### src/rtl/sts_rx_pkg.sv
// Shared defaults and types for the serial RX deserializer.
package sts_rx_pkg;

   localparam int unsigned DATA_WIDTH_DEF  = 8;
   localparam int unsigned STUFF_LIMIT_DEF = 6;

   typedef logic [DATA_WIDTH_DEF-1:0] rx_word_t;

endpackage

### src/rtl/sts_rx_shift_core.sv
// Bit-level front end: de-stuffs the strobed serial stream and assembles words LSB first.
// Reports the word being completed this cycle; the top level owns the holding register.
module sts_rx_shift_core
   import sts_rx_pkg::*;
#(
   parameter int unsigned DATA_WIDTH  = DATA_WIDTH_DEF,
   parameter int unsigned STUFF_LIMIT = STUFF_LIMIT_DEF
) (
   input  logic                  clk,
   input  logic                  rst,
   input  logic                  serial_in,
   input  logic                  shift,
   input  logic                  clear,
   output logic                  word_done,
   output logic                  stuff_bit,
   output logic                  busy,
   output logic [DATA_WIDTH-1:0] word
);

   localparam int unsigned CntW  = $clog2(DATA_WIDTH);
   localparam int unsigned OnesW = $clog2(STUFF_LIMIT + 1);

   localparam logic [CntW-1:0]  LastCnt  = CntW'(DATA_WIDTH - 1);
   localparam logic [OnesW-1:0] StuffCnt = OnesW'(STUFF_LIMIT);

   logic [DATA_WIDTH-1:0] shift_reg_q, shift_reg_d;
   logic [CntW-1:0]       bit_cnt_q, bit_cnt_d;
   logic [OnesW-1:0]      ones_cnt_q, ones_cnt_d;
   logic                  data_bit;

   // Classify the strobed bit and compute next shift/count state (clear wins, then stuff).
   always_comb begin
      stuff_bit   = shift && !clear && (ones_cnt_q == StuffCnt);
      data_bit    = shift && !clear && !stuff_bit;
      word        = {serial_in, shift_reg_q[DATA_WIDTH-1:1]};
      word_done   = data_bit && (bit_cnt_q == LastCnt);
      shift_reg_d = shift_reg_q;
      bit_cnt_d   = bit_cnt_q;
      ones_cnt_d  = ones_cnt_q;
      if (clear) begin
         shift_reg_d = '0;
         bit_cnt_d   = '0;
         ones_cnt_d  = '0;
      end else if (stuff_bit) begin
         // Stuff bit is dropped; only the run-length counter restarts.
         ones_cnt_d = '0;
      end else if (data_bit) begin
         shift_reg_d = word;
         // Run length spans word boundaries, matching the transmitter.
         ones_cnt_d  = serial_in ? ones_cnt_q + OnesW'(1) : '0;
         bit_cnt_d   = word_done ? '0 : bit_cnt_q + CntW'(1);
      end
   end

   // Shift register and counters.
   always_ff @(posedge clk or posedge rst) begin
      if (rst) begin
         shift_reg_q <= '0;
         bit_cnt_q   <= '0;
         ones_cnt_q  <= '0;
      end else begin
         shift_reg_q <= shift_reg_d;
         bit_cnt_q   <= bit_cnt_d;
         ones_cnt_q  <= ones_cnt_d;
      end
   end

   assign busy = (bit_cnt_q != '0);

endmodule

### src/rtl/sts_rx_deserializer.sv
// RX deserializer top: de-stuffing shift core plus a one-entry valid/ready holding register.
// Raises one-cycle pulses for dropped words (overrun) and a 1 seen in a stuff position.
module sts_rx_deserializer
   import sts_rx_pkg::*;
#(
   parameter int unsigned DATA_WIDTH  = DATA_WIDTH_DEF,
   parameter int unsigned STUFF_LIMIT = STUFF_LIMIT_DEF
) (
   input  logic                  clk,
   input  logic                  rst,
   input  logic                  serial_in,
   input  logic                  shift,
   input  logic                  clear,
   input  logic                  rx_ready,
   output logic [DATA_WIDTH-1:0] rx_data,
   output logic                  rx_valid,
   output logic                  busy,
   output logic                  overrun,
   output logic                  stuff_err
);

   logic                  word_done;
   logic                  stuff_bit;
   logic [DATA_WIDTH-1:0] word;
   logic                  load;

   logic [DATA_WIDTH-1:0] rx_data_q, rx_data_d;
   logic                  rx_valid_q, rx_valid_d;
   logic                  overrun_q, overrun_d;
   logic                  stuff_err_q, stuff_err_d;

   sts_rx_shift_core #(
      .DATA_WIDTH  (DATA_WIDTH),
      .STUFF_LIMIT (STUFF_LIMIT)
   ) u_core (
      .clk       (clk),
      .rst       (rst),
      .serial_in (serial_in),
      .shift     (shift),
      .clear     (clear),
      .word_done (word_done),
      .stuff_bit (stuff_bit),
      .busy      (busy),
      .word      (word)
   );

   // Holding register: accept a new word when empty or draining this cycle, else drop it.
   always_comb begin
      load        = word_done && (!rx_valid_q || rx_ready);
      rx_data_d   = rx_data_q;
      rx_valid_d  = rx_valid_q;
      overrun_d   = word_done && !load;
      stuff_err_d = stuff_bit && serial_in;
      if (load) begin
         rx_data_d  = word;
         rx_valid_d = 1'b1;
      end else if (rx_valid_q && rx_ready) begin
         rx_valid_d = 1'b0;
      end
   end

   // Registered outputs.
   always_ff @(posedge clk or posedge rst) begin
      if (rst) begin
         rx_data_q   <= '0;
         rx_valid_q  <= 1'b0;
         overrun_q   <= 1'b0;
         stuff_err_q <= 1'b0;
      end else begin
         rx_data_q   <= rx_data_d;
         rx_valid_q  <= rx_valid_d;
         overrun_q   <= overrun_d;
         stuff_err_q <= stuff_err_d;
      end
   end

   assign rx_data   = rx_data_q;
   assign rx_valid  = rx_valid_q;
   assign overrun   = overrun_q;
   assign stuff_err = stuff_err_q;

endmodule

### config.mk
export PLATFORM = sky130hd
export DESIGN_NAME = sts_rx_deserializer
export DESIGN_NICKNAME = d
export VERILOG_FILES = /design/src/rtl/sts_rx_pkg.sv /design/src/rtl/sts_rx_shift_core.sv /design/src/rtl/sts_rx_deserializer.sv
export SDC_FILE = /design/constraint.sdc
export NUM_CORES = 1
export LEC_CHECK = 0
export BUFFER_PORTS_ARGS = -buffer_cell sky130_fd_sc_hd__buf_4
export CAP_MARGIN = 40
export CORE_AREA = 2 2 48 50
export CTS_CLUSTER_SIZE = 16
export DETAILED_ROUTE_END_ITERATION = 7
export DIE_AREA = 0 0 50 52
export PLACE_DENSITY = 0.85
export SYNTH_ARGS = -nofsm -noshare
export SYNTH_HDL_FRONTEND = slang
export SYNTH_SLANG_ARGS = --single-unit
### constraint.sdc
create_clock -name clk -period 1.85 [get_ports clk]
set_input_delay 0.0925 -clock clk [delete_from_list [all_inputs] [get_ports clk]]
set_output_delay 0.0925 -clock clk [all_outputs]
set_load 0.01 [all_outputs]
==> results of run 1 <==
worst register-to-register path, stage by stage, from the launching register on:
cell and delay [ps]:
dfrtp_1 410, inv_1 60, ha_1 200, nand2_1 190, nand4_4 210, mux2_1 370
registers in the layout, indices dropped and copies added (netlist names):
name,count
u_core.shift_reg_q,7
overrun,1
stuff_err,1
u_core.bit_cnt_q,3
u_core.ones_cnt_q,3
rx_data,8
rx_valid,1
timing repair:
item	in CTS	in global routing
hold buffers	2	0
setup endpoints to repair	0	0
hold endpoints to repair	25	0
gates resized for setup	0	0
power groups by stage:
stage               logic, mW  clock network, mW  registers [mW]
CTS                    0.0755              0.385           0.542
global placement       0.0691                  0           0.551
detailed placement     0.0717                  0           0.552
global route           0.0831              0.411           0.544
floorplan              0.0445                  0           0.550
finish                 0.0738              0.377           0.542
how the worst max path moves through the flow:
stage | end | depth (start not counted) | slack [ps]
floorplan | u_core.bit_cnt_q[0] | 6 | 470
global placement | rx_data[6] | 5 | 380
detailed placement | rx_data[6] | 5 | 290
CTS | rx_data[6] | 5 | 270
global route | rx_data[6] | 5 | 180
finish | rx_data[6] | 5 | 300
kinds of logic after synthesis:
| logic type | after synthesis |
|---|---|
| buffers and inverters | 9 |
| DFF | 24 |
| AOI/OAI and AO/OA | 14 |
| and+or+nand+nor | 32 |
| adders and majority gates | 5 |
| muxes | 9 |
synth_stat cells:
master,number,area [sq um]
a21oi_1,2,10.01
a22o_1,1,8.760
and2_1,1,6.260
and2b_4,1,10.01
buf_2,2,10.01
clkbuf_1,2,7.510
dfrtp_1,24,600.6
ha_1,5,62.56
inv_1,5,18.77
mux2_1,1,11.26
mux2_2,8,90.09
nand2_1,5,18.77
nand2b_1,9,56.30
nand3_1,9,45.04
nand4_4,1,21.27
nand4b_1,2,17.52
nor2_1,2,7.510
nor3_1,1,5.000
nor3b_1,1,7.510
o21ai_0,10,50.05
o31ai_1,1,7.510
metal layers:
metal,vias to the layer above,part of all wire [%]
met5,-,0
met4,0,1.6
met3,5,3.8
met2,24,53
met1,383,42
li1,359,-
layout make-up:
cell class              count  share of cell area [%]
clock buffers               3                   1.726
clock inverters             1                   2.301
inverters                   5                   1.438
multi-input cells          60                   33.37
flip-flops and latches     24                   46.02
well taps                  28                   2.685
repair buffers             21                   12.46
cells in the final DEF, fill, tap and decap left out, drive strengths merged, types with 2 or more instances in the layout:
cell type    Yosys  layout
dfrtp           24      24
buf              2      19
o21ai           10      10
nand2b           9       9
nand3            9       9
mux2             9       9
nand2            5       5
inv              5       5
ha               5       5
clkbuf           2       3
a21oi            2       2
nor2             2       2
nand4b           2       2
dlygate4sd3      0       2
through the flow:
stage | worst slack [ps] | cell area, sq um | hold WS, ps | power, mW | std cells
global placement | 378.0 | 1232 | 153.7 | 0.6204 | 136
floorplan | 469.0 | 1072 | 107.1 | 0.5947 | 93
detailed placement | 289.7 | 1232 | 165.0 | 0.6241 | 136
CTS | 271.5 | 1305 | 18.31 | 1.002 | 142
global route | 176.0 | 1305 | 21.44 | 1.038 | 142
finish | 299.1 | 1305 | 28.28 | 0.9927 | 142
==> flow_summary.ini, run 1 <==
[critical_path]
reg2reg_depth = 5
critPathRequiredTime_ps = 2060
r2r_start = u_core.ones_cnt_q[0]
crit_arrival_ps = 1760
cp_slowest_stage_delay_ps = 410
rrSetupSlack_ps = 300
crit_buf_inv = 1
path_cells = inv_1 -> ha_1 -> nand2_1 -> nand4_4 -> mux2_1
worst_path_dominant_cell_family = flip-flops
crit_fanout = 8
crit_type = flip-flop to flip-flop
cp-end-kind = flip-flop
critPathLaunch = u_core.ones_cnt_q[0]
start_kind = flip-flop
crit_path_top_delay_cell = dfrtp_1
r2r_end = rx_data[6]

[place]
hpwl_mm = 1.398
place_congestion = 0.7941
portBuffers = 17

[timing]
setup-violations-final = 0
slew_viol_final = 0
worst_pin_slew_ps = 297.2
hold_viol = 0
relSlewSlack_pct = 80.19
grt_setup_unrepaired = no
max_freq_ghz = 0.6448
period_share_pct = 83.83
skew_ps = 1.120
final.setup.tns_ps = 0
fin_crit_ps = 1551

[logic_synthesis]
synth-compound-area-share_pct = 7.118
synth_top_family_by_area = simple AND/OR/NAND/NOR gates
syn_nets = 104
synth_xor_area_share_pct = 0
ys_ff_latch = 24
ys_seq_area_share_pct = 56.01
synth_area_sq_mm = 0.001072
synth_mux_area_share_pct = 9.452
synth-simple-area-share_pct = 18.20
yosysUniqueCellTypes = 21
synthAdderAreaFrac_pct = 5.834
synth_area_per_cell_sq_um = 11.53
synthCells = 93
ys.warnings.count = 0

[final_layout]
final_util_pct = 61.97
n_antenna_cell = 0
nNetsFinal = 126
fillers = 161
drive_gt1_share_pct = 28.95
multi_input_area_sq_um = 435.4
seqCellArea_sq_um = 600.6
area_delta_synth_final_pct = 21.70

[grt]
antenna_found_initial = 0
use_met2_pct = 31.14
grt-ovfl-total = 0
grt_busiest_layer = met2
grt_max_degree = 25
grt_util_met1_pct = 19.40
grt_pass1_vias = 757
grt_use_total_pct = 16.70
grt_pass1_wl_mm = 3.243
grt_use_met3_pct = 1.724

[worst_hold_path]
hold_depth = 3
min-delay-start = serial_in
worstHoldPathType = input port to flip-flop
hold_end = stuff_err

[pwr]
p_sw_uw = 205.7
power.share.clock_pct = 38.0
pwr-share-seq_pct = 54.6
cell_internal_pwr_uw = 787.0
p_sw_share_pct = 20.72
ir_worst_vdd_mv = 0.4294
powerDensity_mw_per_mm2 = 760.7
p_leak_nw = 0.6480
combPwrFrac_pct = 7.4

[detailed_routing]
avgRoutedWirePerCell_microns = 13.47
firstDrtPassIters = 4
antenna_left = 0
drtIter0Drc = 41
drc = 0
finalWirelength_mm = 1.913
viasPerCell = 5.430
via_count = 771

[flow_run]
maxCapViolations = 0

[clock_tree]
h-tree-depth = 1
insertion_delay_ps = 310
clkSinkCount = 24
path_clk_slew_ps = 130
clockBufferDepth = 2
numCtsBuffers = 3
tritoncts = yes
cts_root_buffer = clkbuf_4
post_cts_buffers = 0

[floorplan]
num_rows = 17
core_area_sq_mm = 0.002106
dieHeight_microns = 52
initial_core_util_pct = 50.92
die-area_sq_mm = 0.002600
ios = 18
die_x_microns = 50

[run_status]
outcome = complete, no violations
No activity file was read; power rests on OpenSTA's default activity.
==> run 2, diff against run 1 <==
Settings changed: CORE_AREA 2 2 48 50 to 2 2 51 53, DIE_AREA 0 0 50 52 to 0 0 53 55, PLACE_DENSITY 0.85 to 0.8.
Clock period 1.85 ns to 1.4 ns, I/O delays scaled along.
==> run 2 against run 1 <==
Against the previous run: global-route usage grew 0.14 points; final cell count rose by 7.0%; final area rose by 9.1%; critical path type unchanged; largest cell class unchanged.
==> flow_summary.ini, run 2 (synthesis gave the netlist of run 1 again) <==
[timing]
hold_ws_ps = 22.03
fin_crit_ps = 1375
worst_pin_slew_ps = 299.3
grt_setup_unrepaired = yes
skew_ps = 7.068
relSlewSlack_pct = 80.05
slew_viol_final = 0
max_freq_ghz = 0.7271
hold_viol = 0
setup-violations-final = 0
period_share_pct = 98.23

[critical_path]
cp_slowest_stage_delay_ps = 400
crit_fanout = 8
worst_path_dominant_cell_family = flip-flops
critPathRequiredTime_ps = 1620
crit_path_top_delay_cell = dfrtp_1
crit_buf_inv = 0
crit_type = flip-flop to flip-flop
path_cells = ha_2 -> ha_4 -> nand4_4 -> mux2_2
start_kind = flip-flop
crit_arrival_ps = 1590
cp-end-kind = flip-flop

[place]
hpwl_mm = 1.398
place_congestion = 0.7617
dpl_cell_area_sq_mm = 0.001272
portBuffers = 17
dp.cells = 143

[grt]
grt_pass1_wl_mm = 3.484
grt-ovfl-total = 0
grt_max_degree = 25
grt_pass1_vias = 730
antenna_found_initial = 0
grt_use_total_pct = 16.84

[final_layout]
nNetsFinal = 134
largest_register_ffs = 8
final_common_cell = buf_4
area_delta_synth_final_pct = 32.79
drive_gt1_share_pct = 37.70
final_cell_mix = 25 x buf_4, 24 x dfrtp_1, 10 x o21ai_0
seqCellArea_sq_um = 600.6
multi_input_area_sq_um = 486.7
final_cell_area_sq_mm = 0.001424
n_antenna_cell = 0
finalNonFillerCells = 152
fillers = 192

[detailed_routing]
via_count = 782
drc = 0
firstDrtPassIters = 4
viasPerCell = 5.145
avgRoutedWirePerCell_microns = 14.01
drtIter0Drc = 22
antenna_left = 0
finalWirelength_mm = 2.130

[floorplan]
dieHeight_microns = 55
num_rows = 18
ios = 18
initial_core_util_pct = 45.34
core_area_sq_mm = 0.002365
die-area_sq_mm = 0.002915
die_x_microns = 53

[run_status]
outcome = complete, no violations

[pwr]
ir_worst_vdd_mv = 0.9623
p_leak_nw = 0.7123
powerDensity_mw_per_mm2 = 935.1

[flow_run]
maxCapViolations = 0

[clock_tree]
path_clk_slew_ps = 130
insertion_delay_ps = 310
tritoncts = yes
clkSinkCount = 24
cts_root_buffer = clkbuf_4
h-tree-depth = 1
numCtsBuffers = 3
clockBufferDepth = 2

[worst_hold_path]
worstHoldPathType = input port to flip-flop
## run 2: changes by cell type in the layout (fill, tap and decap cells not counted), moves of 2 or more
| cell | previous run | this run |
|---|---|---|
| buf_4 | 19 | 25 |
| dlygate4sd3_1 | 2 | 4 |
| ha_1 | 5 | 2 |
| ha_4 | 0 | 2 |
| mux2_2 | 8 | 5 |
| mux2_4 | 0 | 4 |
## run 2: metal layers
| metal | wire length, microns | vias to the layer above | track usage (%) |
|---|---|---|---|
| li1 | - | 380 | - |
| met1 | 881 | 383 | 23.26 |
| met2 | 1135 | 15 | 27.08 |
| met3 | 84 | 4 | 2.419 |
| met4 | 28 | 0 | 6.410 |
| met5 | 0 | - | 0 |
## run 2: repair_timing
item	in CTS	in global routing
endpoints found under the hold margin	25	1
gates cloned	0	0
setup endpoints to repair	18	14
buffers inserted	0	1
pin swaps	1	3
gates resized for setup	4	9
hold buffers	2	2
## run 2: path summary, 6_finish.rpt
kind | startpoint | to | slack [ps] | depth (start not counted)
hold reg to reg | rx_data[5] | rx_data[5] | 520 | 1
max in group asynchronous | rst | u_core.ones_cnt_q[1] | 820 | 4
min in group asynchronous | rst | rx_data[1] | 340 | 4
hold / removal | clear | stuff_err | 20 | 2
setup / recovery | u_core.bit_cnt_q[1] | rx_data[1] | 20 | 4
setup reg to reg | u_core.bit_cnt_q[1] | rx_data[1] | 20 | 4
## run 2: area by class of cell
type | instances | area share [%]
multi-input cells | 60 | 34.18
repair buffers | 29 | 15.99
clock buffers | 3 | 1.582
inverters | 5 | 1.318
flip-flops and latches | 24 | 42.18
clock inverters | 1 | 2.109
well taps | 30 | 2.636
## run 2: power by group
group	switching, mW	total (mW)	internal (mW)	leakage, nW
sequential	0.00941	0.716	0.706	0.332
clock	0.205	0.494	0.289	0.0279
combinational	0.0624	0.122	0.0595	0.352
## run 2: metrics by stage
| stage | TNS (ps) | setup slack [ps] | util (%) | power (mW) |
|---|---|---|---|---|
| 2_1_floorplan | 0 | 18.99 | - | 0.7859 |
| 4_1_cts | -174.7 | -28.69 | 57.30 | 1.335 |
| 6_report | 0 | 24.76 | 60.21 | 1.331 |
| 3_5_place_dp | -304.2 | -61.54 | 53.81 | 0.8341 |
| 5_1_grt | -97.63 | -24.65 | 60.21 | 1.393 |
| 3_3_place_gp | -16.08 | -16.08 | 53.81 | 0.8289 |
## run 2: worst reg2reg max path: stages, from the launching register on
cell,delay [ps]
dfrtp_1,400
ha_2,210
ha_4,170
nand4_4,140
mux2_2,360
==> run 3, diff against run 2 <==
Clock period 1.4 ns to 1.24 ns, I/O delays scaled along.
==> run 3 against run 2 <==
Against the previous run: first-iteration DRC count shrank 50%; hold slack better by 9.0 ps; sequential share of layout area decreased by 3.0 points; highest routed layer unchanged; the flow now finishes with violations (negative setup slack); global-route usage rose by 2.1 points.
==> flow_summary.ini, run 3 (synthesis gave the netlist of run 1 again) <==
[critical_path]
r2r_start = u_core.ones_cnt_q[1]
critPathRequiredTime_ps = 1460
crit_type = flip-flop to flip-flop
crit_fanout = 8
r2r_end = rx_data[1]
reg2reg_depth = 4
cp-end-kind = flip-flop
crit_arrival_ps = 1600
start_kind = flip-flop
rrSetupSlack_ps = -140

[timing]
grt_setup_unrepaired = yes
relSlewSlack_pct = 79.88
max_freq_ghz = 0.7243
setup-violations-final = 11
worst_pin_slew_ps = 301.8
final.setup.tns_ps = -1225
slew_viol_final = 0
fin_ws_ps = -140.6
period_share_pct = 111.3
hold_viol = 0
fin_crit_ps = 1381
skew_ps = 2.937

[final_layout]
nNetsFinal = 140
n_antenna_cell = 0
final_cell_mix = 31 x buf_4, 24 x dfrtp_1, 9 x nand2b_1
largest_register_ffs = 8
final_common_cell = buf_4
area_delta_synth_final_pct = 43.06
drive_gt1_share_pct = 50.78

[detailed_routing]
top_layer = met4
finalWirelength_mm = 2.355
met1Wirelength_microns = 985
drtIter0Drc = 11
wl_met3_microns = 94
drc = 0
via_count = 804
viasPerCell = 5.089
firstDrtPassIters = 5
avgRoutedWirePerCell_microns = 14.91
met2WireLength_mm = 1.251
antenna_left = 0

[clock_tree]
cts_root_buffer = clkbuf_4
tritoncts = yes
clkSinkCount = 24
clockBufferDepth = 2
path_clk_slew_ps = 130
h-tree-depth = 1
insertion_delay_ps = 320
numCtsBuffers = 3

[floorplan]
die_x_microns = 53
dieHeight_microns = 55
ios = 18
initial_core_util_pct = 45.34
die-area_sq_mm = 0.002915
core_area_sq_mm = 0.002365
num_rows = 18

[grt]
grt_pass1_vias = 905
grt-ovfl-total = 0
antenna_found_initial = 0
grt_pass1_wl_mm = 3.877
grt_use_total_pct = 18.93
grt_max_degree = 25

[place]
place_ws_ps = -149.2
portBuffers = 17
place_congestion = 0.8392
hpwl_mm = 1.569

[worst_hold_path]
worstHoldPathType = input port to flip-flop
hold_depth = 3
hold_end = stuff_err
min-delay-start = shift

[run_status]
violations = negative setup slack
outcome = finished, violations left

[pwr]
ir_worst_vdd_mv = 1.419
powerDensity_mw_per_mm2 = 1000
p_leak_nw = 0.7723

[flow_run]
maxCapViolations = 0
[run 3: cell count changes in the layout (fill, tap and decap cells not counted), sizes merged]
cell,delta
buf,+8
dlygate4sd3,-2
[run 3: metrics by stage]
stage                     area, sq um  util (%)  power (mW)  std cells  hold WS (ps)
final                            1534     64.87       1.535        158         30.99
after global placement           1368     57.83      0.9476        148         122.2
after detailed placement         1368     57.83      0.9567        148         131.8
after floorplan                  1136         -      0.8949         93         76.62
after CTS                        1479     62.54       1.537        157         35.44
after global routing             1534     64.87       1.602        158         34.09
[run 3: how the worst max path moves through the flow]
| stage | startpoint | end | slack (ps) |
|---|---|---|---|
| final | u_core.ones_cnt_q[1] | rx_data[1] | -140 |
| after global routing | u_core.bit_cnt_q[1] | rx_data[7] | -180 |
| after CTS | u_core.bit_cnt_q[1] | rx_data[1] | -160 |
| after detailed placement | u_core.bit_cnt_q[1] | rx_data[1] | -150 |
| after global placement | u_core.bit_cnt_q[1] | rx_data[3] | -110 |
| after floorplan | u_core.ones_cnt_q[0] | u_core.bit_cnt_q[0] | -80 |
[run 3: repair_timing]
action                     CTS  global route
hold endpoints to repair    26             0
gates resized for setup      4            18
pin swaps                    3             2
setup buffers                2             2
setup endpoints to repair   17            22
hold buffers                 3             0
[run 3: final cells by class]
class                           instances  area, sq um
Multi-Input combinational cell         60        549.3
Clock inverter                          1        30.03
Inverter                                5        18.77
Sequential cell                        24        600.6
Timing Repair Buffer                   35        275.3
Fill cell                             178        830.8
Clock buffer                            3        22.52
Tap cell                               30        37.54
[run 3: report_power, final]
| part | total (mW) | leakage [nW] | switching [mW] | internal, mW |
|---|---|---|---|---|
| Combinational | 0.154 | 0.412 | 0.0775 | 0.0762 |
| Sequential | 0.810 | 0.332 | 0.0123 | 0.797 |
| Clock | 0.571 | 0.0279 | 0.244 | 0.327 |
[run 3: worst max-delay path: stages (launching register included)]
cell     delay, ps
dfrtp_1        440
ha_4           180
nand2_4         90
nand4_4        220
mux2_4         360
[run 3: per-layer routing]
metal / GRT usage, % / vias to the layer above
met5: 0 / -
met1: 19.56 / 398
li1: - / 385
met2: 35.83 / 17
met3: 6.183 / 4
met4: 6.838 / 0
